$ cat src/rtl/rsv_pc_gen_if.sv
// PC-generation port bundle: redirect/stall controls into the PC stage and fetch PC, flush and misalign outputs.
// master drives the controls (execute/hazard side); slave is the PC generator itself.
interface rsv_pc_gen_if;
    logic        stall_i;
    logic        branch_taken_i;
    logic [31:0] branch_target_i;
    logic        trap_req_i;
    logic [31:0] trap_vec_i;
    logic [31:0] pc_o;
    logic        pc_valid_o;
    logic [31:0] pc_plus4_o;
    logic        flush_o;
    logic        misalign_o;
    logic [31:0] misalign_addr_o;

    modport master (
        output stall_i, branch_taken_i, branch_target_i, trap_req_i, trap_vec_i,
        input  pc_o, pc_valid_o, pc_plus4_o, flush_o, misalign_o, misalign_addr_o
    );

    modport slave (
        input  stall_i, branch_taken_i, branch_target_i, trap_req_i, trap_vec_i,
        output pc_o, pc_valid_o, pc_plus4_o, flush_o, misalign_o, misalign_addr_o
    );
endinterface

$ cat src/rtl/rsv_pc_gen.sv
// Fetch PC generator: sequential +4 advance, stall hold, branch/trap redirect with one-cycle flush.
// Redirects visible one edge after sampling; stall holds the PC but never delays a redirect.
module rsv_pc_gen #(
    parameter logic [31:0] RESET_VECTOR = 32'h0000_0000
) (
    input  logic         clk,
    input  logic         reset,
    rsv_pc_gen_if.slave  pc_if
);

    typedef enum logic [1:0] {BOOT, RUN, EXC} state_t;

    state_t      state_q, state_d;
    logic [31:0] pc_q, pc_d;
    logic [31:0] maddr_q, maddr_d;
    logic        valid_q, valid_d;
    logic        flush_q, flush_d;
    logic        mis_q, mis_d;
    logic [31:0] trap_pc;

    // Trap vectors are forced word-aligned rather than faulted.
    assign trap_pc = pc_if.trap_vec_i & ~32'h3;

    always_ff @(posedge clk or posedge reset) begin
        if (reset) begin
            state_q <= BOOT;
            pc_q    <= RESET_VECTOR;
            valid_q <= 1'b0;
            flush_q <= 1'b0;
            mis_q   <= 1'b0;
            maddr_q <= 32'h0;
        end else begin
            state_q <= state_d;
            pc_q    <= pc_d;
            valid_q <= valid_d;
            flush_q <= flush_d;
            mis_q   <= mis_d;
            maddr_q <= maddr_d;
        end
    end

    always_comb begin
        state_d = state_q;
        pc_d    = pc_q;
        valid_d = valid_q;
        flush_d = 1'b0;
        mis_d   = 1'b0;
        maddr_d = maddr_q;
        case (state_q)
            BOOT: begin
                state_d = RUN;
                valid_d = 1'b1;
            end
            RUN: begin
                if (pc_if.trap_req_i) begin
                    pc_d    = trap_pc;
                    flush_d = 1'b1;
                end else if (pc_if.branch_taken_i) begin
                    flush_d = 1'b1;
                    if (pc_if.branch_target_i[1:0] == 2'b00) begin
                        pc_d = pc_if.branch_target_i;
                    end else begin
                        // Misaligned target: PC freezes and fetch is parked until a trap arrives.
                        mis_d   = 1'b1;
                        maddr_d = pc_if.branch_target_i;
                        state_d = EXC;
                        valid_d = 1'b0;
                    end
                end else if (!pc_if.stall_i) begin
                    pc_d = pc_q + 32'd4;
                end
            end
            EXC: begin
                if (pc_if.trap_req_i) begin
                    pc_d    = trap_pc;
                    flush_d = 1'b1;
                    valid_d = 1'b1;
                    state_d = RUN;
                end
            end
            default: begin
                state_d = BOOT;
                valid_d = 1'b0;
            end
        endcase
    end

    assign pc_if.pc_o            = pc_q;
    assign pc_if.pc_valid_o      = valid_q;
    assign pc_if.pc_plus4_o      = pc_q + 32'd4;
    assign pc_if.flush_o         = flush_q;
    assign pc_if.misalign_o      = mis_q;
    assign pc_if.misalign_addr_o = maddr_q;

endmodule

$ cat src/flat_wrapper.sv
// flat-port wrapper written by rule: the top's interface ports become plain ports
module rsv_pc_gen_flat 
#(
    parameter logic [31:0] RESET_VECTOR = 32'h0000_0000
)
  (clk, reset, pc_if_stall_i, pc_if_branch_taken_i, pc_if_branch_target_i, pc_if_trap_req_i, pc_if_trap_vec_i, pc_if_pc_o, pc_if_pc_valid_o, pc_if_pc_plus4_o, pc_if_flush_o, pc_if_misalign_o, pc_if_misalign_addr_o);
  rsv_pc_gen_if pc_if_i ();
  input  logic clk;
  input  logic reset;
  input wire logic [$bits(pc_if_i.stall_i)-1:0] pc_if_stall_i;
  input wire logic [$bits(pc_if_i.branch_taken_i)-1:0] pc_if_branch_taken_i;
  input wire logic [$bits(pc_if_i.branch_target_i)-1:0] pc_if_branch_target_i;
  input wire logic [$bits(pc_if_i.trap_req_i)-1:0] pc_if_trap_req_i;
  input wire logic [$bits(pc_if_i.trap_vec_i)-1:0] pc_if_trap_vec_i;
  output wire logic [$bits(pc_if_i.pc_o)-1:0] pc_if_pc_o;
  output wire logic [$bits(pc_if_i.pc_valid_o)-1:0] pc_if_pc_valid_o;
  output wire logic [$bits(pc_if_i.pc_plus4_o)-1:0] pc_if_pc_plus4_o;
  output wire logic [$bits(pc_if_i.flush_o)-1:0] pc_if_flush_o;
  output wire logic [$bits(pc_if_i.misalign_o)-1:0] pc_if_misalign_o;
  output wire logic [$bits(pc_if_i.misalign_addr_o)-1:0] pc_if_misalign_addr_o;
  assign pc_if_i.stall_i = pc_if_stall_i;
  assign pc_if_i.branch_taken_i = pc_if_branch_taken_i;
  assign pc_if_i.branch_target_i = pc_if_branch_target_i;
  assign pc_if_i.trap_req_i = pc_if_trap_req_i;
  assign pc_if_i.trap_vec_i = pc_if_trap_vec_i;
  assign pc_if_pc_o = pc_if_i.pc_o;
  assign pc_if_pc_valid_o = pc_if_i.pc_valid_o;
  assign pc_if_pc_plus4_o = pc_if_i.pc_plus4_o;
  assign pc_if_flush_o = pc_if_i.flush_o;
  assign pc_if_misalign_o = pc_if_i.misalign_o;
  assign pc_if_misalign_addr_o = pc_if_i.misalign_addr_o;
  rsv_pc_gen #(.RESET_VECTOR(RESET_VECTOR)) u_core (.clk(clk), .reset(reset), .pc_if(pc_if_i));
endmodule
$ cat config.mk
export PLATFORM = sky130hd
export DESIGN_NAME = rsv_pc_gen_flat
export DESIGN_NICKNAME = d
export VERILOG_FILES = /design/src/rtl/rsv_pc_gen_if.sv /design/src/rtl/rsv_pc_gen.sv /design/src/flat_wrapper.sv
export SDC_FILE = /design/constraint.sdc
export NUM_CORES = 1
export LEC_CHECK = 0
export CAP_MARGIN = 20
export CELL_PAD_IN_SITES_DETAIL_PLACEMENT = 1
export CELL_PAD_IN_SITES_GLOBAL_PLACEMENT = 1
export CORE_UTILIZATION = 29
export CTS_CLUSTER_SIZE = 25
export DETAILED_ROUTE_END_ITERATION = 6
export PLACE_DENSITY_LB_ADDON = 0.1
export SKIP_CTS_REPAIR_TIMING = 1
export SYNTH_ARGS = -nofsm -noshare
export SYNTH_HDL_FRONTEND = slang
export SYNTH_SLANG_ARGS = --single-unit
$ cat constraint.sdc
create_clock -name clk -period 5.16 [get_ports clk]
set_clock_uncertainty 0.15 [all_clocks]
set_input_delay 0.516 -clock clk [delete_from_list [all_inputs] [get_ports clk]]
set_output_delay 0.516 -clock clk [all_outputs]
set_load 0.02 [all_outputs]
==> impl_results.md <==
- Result of the run: finished clean
- Placement-stage cell area: 5830 µm²
- Clock Pin Slew Worst Setup and Hold Paths: 60 ps
- GRT Overall Usage: 21.6%
- Standard cell core area: 13300 µm²
- Detail Route Antenna Nets: 0
- Number of top-level design ports: 168
- Floorplan die area: 14300 µm²
- Later-pin clock latency in the skew report: 340 ps
- FFs w/ async S/R, synth: 100%
- Critical path class: flop to output port
- Terminating pin of the worst hold path: u_core.pc_if.misalign_addr_o[27]
- Peak supply drop: 0.324 mV
- Register area share after synthesis: 42.4%
- Vias per std cell: 5.17
- First-pass GRT wire length: 23500 µm
- Peak fanout along the critical path: 8
- Via count of the first global-routing pass: 4187
- DR vias: 3908
- R2r startpoint: u_core.pc_if.pc_valid_o
- Buffer cell driving the clock tree root: sky130_fd_sc_hd__clkbuf_16
- Number of antenna violations at the first check in global routing: 0
- Critical path endpoint category: output port
- EDFF count, synth: 0
- Overall routed net length: 14800 µm
- Area growth, synth to finish: 52.3%
- Die Span Y: 120 µm
- Class of the tightest hold or removal check: flop to flop
- Number of iterations in the first detailed-routing pass: 4
- Sequential cell area in the final layout: 1700 µm²
- HPWL after detailed placement: 10500 µm
- Largest net degree at the start of global routing: 69
- Worst slew margin: 31.0%
- Share of final-layout standard cells stronger than drive strength 1: 11.6%
- Clk sinks: 68
- Count of buffering cells on the critical path with inverters included: 1
- Synth top area cells: sky130_fd_sc_hd__dfrtp_1, sky130_fd_sc_hd__mux2_2, sky130_fd_sc_hd__a21oi_1
- Worst hold start: u_core.pc_if.misalign_addr_o[27]
- Initial DRC Count: 230
- Critical register-to-register path endpoint: u_core.pc_if.pc_o[10]
- Register-to-register path setup slack: 2190 ps
- Number of instances on the worst hold path: 1
- Pwr Density: 687 nW/µm²
- Standard cell with the maximum stage delay on the critical path: sky130_fd_sc_hd__nor4_1
- Synthesized netlist cell count: 420
- Number of nets in the layout: 649
- Synthesized area per cell: 9.55 µm²
- Final-layout fill cell count: 1525
- Num CTS Buffers: 9
- Logic depth of the worst register-to-register path: 8
- Data arrival time of the critical path: 3210 ps
- Cell family with the largest share of critical-path delay: simple AND/OR/NAND/NOR gates
- Wire per inst: 19.6 µm
- Most frequent cells after synthesis: sky130_fd_sc_hd__dfrtp_1, sky130_fd_sc_hd__nand2_1, sky130_fd_sc_hd__a21oi_1, sky130_fd_sc_hd__mux2_2
- Final Cell Area: 6110 µm²
- Main synth FF type: sky130_fd_sc_hd__dfrtp_1
- Drc violations: 0
- P_leak: 2.43 nW
- Synth warnings: 0
- Chain of cells forming the critical path: ha_1 > nand3_1 > nor4_1 > and3_1 > xnor2_1 > clkdlybuf4s50_1
- Library cells used by synthesis: 56
- Max frequency: 258 MHz
- Syn nets: 494
- Area taken by multi-input logic gates: 2180 µm²
- CTS H-tree depth: 3
- Cell type contributing the most total cell area after synthesis: sky130_fd_sc_hd__dfrtp_1
- Crit path time final: 3880 ps
- Maximum root-to-sink buffer count: 2
- Diodes inserted: 0
- Die X: 120 µm
- CP required: 4490 ps
- Core Rows: 42
- Total of flip-flops plus latches after synthesis: 68
- Worst Max-Slew Pin Slew: 1030 ps
- # Max-Cap Violations: 0
- Total Neg Setup Slack: 0 ps
- Routability-driven placement congestion ratio: 0.759
- Crit share post-route: 75.1%
- Port Buf Inserts: 165
- Most used standard cell by instance count after synthesis: sky130_fd_sc_hd__dfrtp_1
- Number of endpoints with negative hold slack in the final report: 0
- Top-area cell type share of the netlist area: 42.4%
- Slowest Stage Delay on Critical Path: 760 ps
- Startpoint class of the critical path: flop
- RSZ-0062 raised after global routing: false
- Clock tree from TritonCTS: yes
- Count of pins over their slew limit: 0
- Number of failing setup endpoints in the final timing report: 0
- Initial core utilization: 30.1%
- Synth Cell Area: 4010 µm²
- Gr ovfl total: 0
## sequential cells by signal (all words and copies together), names as in the netlist
name	count
u_core.pc_if.flush_o	1
u_core.pc_if.misalign_addr_o	32
u_core.pc_if.misalign_o	1
u_core.pc_if.pc_o	32
u_core.pc_if.pc_valid_o	1
u_core.state_q	1
## cell type report
class | count | share of cell area (%)
Timing Repair Buffer | 170 | 27.6
Sequential cell | 68 | 27.8
Multi-Input combinational cell | 317 | 35.7
Clock buffer | 15 | 4.54
Inverter | 9 | 0.573
Tap cell | 176 | 3.60
Clock inverter | 1 | 0.0819
## metrics by stage
stage / worst slack, ps / cells / power, W / hold slack (ps) / util [%]
after CTS: 1190 / 756 / 0.00425 / 360 / 45.8
final: 1280 / 756 / 0.00420 / 353 / 45.8
after detailed placement: 1550 / 740 / 0.00362 / 345 / 43.7
after global placement: 1610 / 740 / 0.00356 / 339 / 43.7
after global routing: 981 / 756 / 0.00447 / 369 / 45.8
after floorplan: 2440 / 420 / 0.00244 / 416 / -
## report_power, final
| group | switching (W) | internal [W] |
|---|---|---|
| Clock | 0.000234 | 0.000365 |
| Sequential | 0.000301 | 0.000803 |
| Combinational | 0.00133 | 0.00117 |
| Total | 0.00187 | 0.00233 |
## cells in the final DEF (no fill, tap or decap), types with 6 or more instances in the layout
cell	instances
sky130_fd_sc_hd__a21oi_1	34
sky130_fd_sc_hd__nand2_1	40
sky130_fd_sc_hd__inv_1	7
sky130_fd_sc_hd__nand3_1	25
sky130_fd_sc_hd__a31oi_1	9
sky130_fd_sc_hd__dfrtp_1	68
sky130_fd_sc_hd__xnor2_1	14
sky130_fd_sc_hd__xor2_1	12
sky130_fd_sc_hd__clkdlybuf4s50_1	165
sky130_fd_sc_hd__and3_1	7
sky130_fd_sc_hd__o21bai_1	6
sky130_fd_sc_hd__mux2_2	32
sky130_fd_sc_hd__o21ai_0	23
sky130_fd_sc_hd__nor3_1	9
sky130_fd_sc_hd__nand4_1	6
sky130_fd_sc_hd__o211ai_1	6
sky130_fd_sc_hd__nor2_1	23
sky130_fd_sc_hd__clkbuf_16	9
## worst register-to-register path: stages, from the launching register on
cell and delay, ps:
sky130_fd_sc_hd__dfrtp_1 420, sky130_fd_sc_hd__inv_1 90, sky130_fd_sc_hd__ha_1 480, sky130_fd_sc_hd__inv_1 110, sky130_fd_sc_hd__a31oi_2 350, sky130_fd_sc_hd__o311a_1 770, sky130_fd_sc_hd__buf_4 280, sky130_fd_sc_hd__a21oi_1 70
sky130_fd_sc_hd__a31oi_1 160
## worst max-delay path by stage
stage	from	endpoint	slack, ps	cells past startpoint
after floorplan	u_core.pc_if.pc_o[2]	pc_if_pc_plus4_o[28]	2440	7
after global routing	u_core.pc_if.pc_o[2]	pc_if_pc_plus4_o[20]	980	6
after detailed placement	pc_if_trap_req_i	u_core.pc_if.pc_o[10]	1550	7
final	u_core.pc_if.pc_o[2]	pc_if_pc_plus4_o[20]	1280	6
after global placement	u_core.pc_if.pc_o[2]	pc_if_pc_plus4_o[20]	1610	6
after CTS	u_core.pc_if.pc_o[2]	pc_if_pc_plus4_o[20]	1190	6
## cells by family (layout without fill, tap and decap cells)
group,Yosys count,count (layout),synth area share [%]
AOI/OAI and AO/OA,109,109,17.8
xor gates and xnor gates,28,28,6.49
adders and majority gates,5,5,1.56
buffers and inverters,35,195,3.87
DFF,68,68,42.4
muxes,37,37,10.2
and+or+nand+nor,138,138,17.6
## routing by layer
metal / vias up / track usage [%] / part of all wire, %
met5: - / 0 / 0
met4: 0 / 6.95 / 1.4
met3: 12 / 5.37 / 5.4
met2: 105 / 35.2 / 48
met1: 1943 / 27.9 / 46
li1: 1848 / - / -
(Power assumes the default switching activity.)
==> RTL change: new RTL, config.mk and constraints unchanged <==
Re-encode `state_t` (3 states) as one-hot, 3 bits wide.
--- a/src/rtl/rsv_pc_gen.sv
+++ b/src/rtl/rsv_pc_gen.sv
@@ -10,3 +10,3 @@
 
-    typedef enum logic [1:0] {BOOT, RUN, EXC} state_t;
+    typedef enum logic [2:0] {BOOT = 3'b001, RUN = 3'b010, EXC = 3'b100} state_t;
 
Behaviour: same outputs for any inputs over 4 cycles, from zero or initial values and one cycle with reset high; so few cycles prove little.
==> RTL change against the unedited design <==
- wire length fell by 2.0%
- power fell by 7.9%
- largest cell class unchanged
- combinational power fell by 18%
- core utilization barely moved
- synthesized area rose by 1.7%
- critical path type unchanged
- critical endpoint is now pc_if_pc_plus4_o[24]
- maximum frequency rose by 3.4%
- sequential cell count rose by 1
- setup slack improved by 130 ps
- first-iteration DRC count fell by 52%
- final cell count did not move
- cell area rose by 1.2%
==> RTL change: results <==
{
  "dp.cells": 739,
  "synth_commonest_cells": "68 x dfrtp_1, 38 x nand2_1, 35 x mux2_2",
  "synth.avg_cell_area_um2": 9.63,
  "gp_congestion": 0.755,
  "dp_hpwl_um": 10300,
  "r2r_setup_slack_ps": 2510,
  "grt_max_degree": 46,
  "ys_types": 54,
  "antenna_found_initial": 0,
  "io_buffers": 165,
  "vias_per_cell": 5.09,
  "clockBufferDepth": 2,
  "highest_layer": "met4",
  "root_buffer": "clkbuf_16",
  "p_leak_nw": 2.43,
  "status": "finished, final reports clean",
  "min-delay-path-class": "in -> async",
  "peakVddDrop_mv": 0.265,
  "dpl_cell_area_um2": 5840,
  "r2r_start": "u_core.state_q[2]$_DFFE_PP0P_",
  "wl_met1_um": 6500,
  "cts_made_buffers": 9,
  "timing.reg2reg.worst_path_depth": 6,
  "postSynth.asyncResetShare_pct": 100,
  "synth_warnings": 0,
  "wl_met2_um": 7000,
  "htree_num_levels": 3,
  "route.met3.wl_um": 810,
  "insertion_delay_ps": 340,
  "drive_gt1_share_pct": 11.7,
  "vias": 3851,
  "grtUsageTotal_pct": 20.8,
  "finalWirelength_um": 14500,
  "ys_seq_area_share_pct": 42.3,
  "grt_pass1_wl_um": 23000,
  "final_nets": 645,
  "synth_nets": 494,
  "drtIter0Drc": 111,
  "diodes": 0,
  "arrival_ps": 3080,
  "n_fill_cell": 1507,
  "grt_pass1_vias": 4180,
  "worst_slew_margin_rel_pct": 38.3,
  "critPathMaxFanout": 7,
  "clkTransAtPathRegs_ps": 60,
  "cp-startpoint": "u_core.pc_if.pc_o[2]$_DFFE_PP0P_",
  "dr.pass1.iters": 4,
  "timing.rr.end": "u_core.pc_if.pc_o[19]$_DFFE_PP0P_",
  "synth_area_leaders": "dfrtp_1 42%, mux2_2 9.7%, xnor2_1 3.6%"
}
[RTL change: critical path: stages (launching register included)]
cell	delay [ps]
dfrtp_1	480
ha_1	250
and4_1	360
nand4_1	300
nor3_1	550
xor2_1	180
clkdlybuf4s50_1	620
[RTL change: cells by family after synthesis]
kind of cell,after synthesis,share of synthesized area [%]
simple gates,149,19.5
compound gates,89,14.6
flops,69,42.3
mux,45,12.1
buf+inv,42,5.00
xor+xnor,29,6.22
fa+ha+maj,1,0.306
[RTL change: metrics by stage]
| step | hold slack, ps | total power [mW] | util, % | worst slack, ps |
|---|---|---|---|---|
| 2_1_floorplan | 477 | 2.16 | - | 2500 |
| 3_3_place_gp | 340 | 3.12 | 43.2 | 1420 |
| 3_5_place_dp | 344 | 3.16 | 43.2 | 1360 |
| 4_1_cts | 358 | 3.92 | 45.8 | 1400 |
| 5_1_grt | 378 | 4.10 | 45.8 | 1150 |
| 6_report | 351 | 3.87 | 45.8 | 1410 |
[RTL change: power by group]
group	internal [mW]	switching (mW)
Clock	0.485	0.244
Sequential	0.793	0.291
Combinational	1.00	1.05
Total	2.28	1.59
[RTL change: metal layers]
layer / global-route usage [%] / vias up
li1: - / 1827
met1: 26.5 / 1909
met2: 34.4 / 101
met3: 4.95 / 14
met4: 6.94 / 0
met5: 0 / -
[RTL change: area by class of cell]
type | instances | share of cell area, %
Sequential cell | 69 | 27.9
Clock buffer | 12 | 3.98
Clock inverter | 4 | 1.54
Timing Repair Buffer | 171 | 27.4
Multi-Input combinational cell | 313 | 34.9
Inverter | 11 | 0.688
Tap cell | 176 | 3.56
[RTL change: worst max path at each step]
stage                     cells after the start                                           end
after floorplan                               6                          pc_if_pc_plus4_o[24]
after detailed placement                      6  u_core.pc_if.misalign_addr_o[10]$_DFFE_PP0P_
after global routing                          6                          pc_if_pc_plus4_o[24]
final                                         6                          pc_if_pc_plus4_o[24]
after CTS                                     6                          pc_if_pc_plus4_o[24]
after global placement                        6  u_core.pc_if.misalign_addr_o[13]$_DFFE_PP0P_
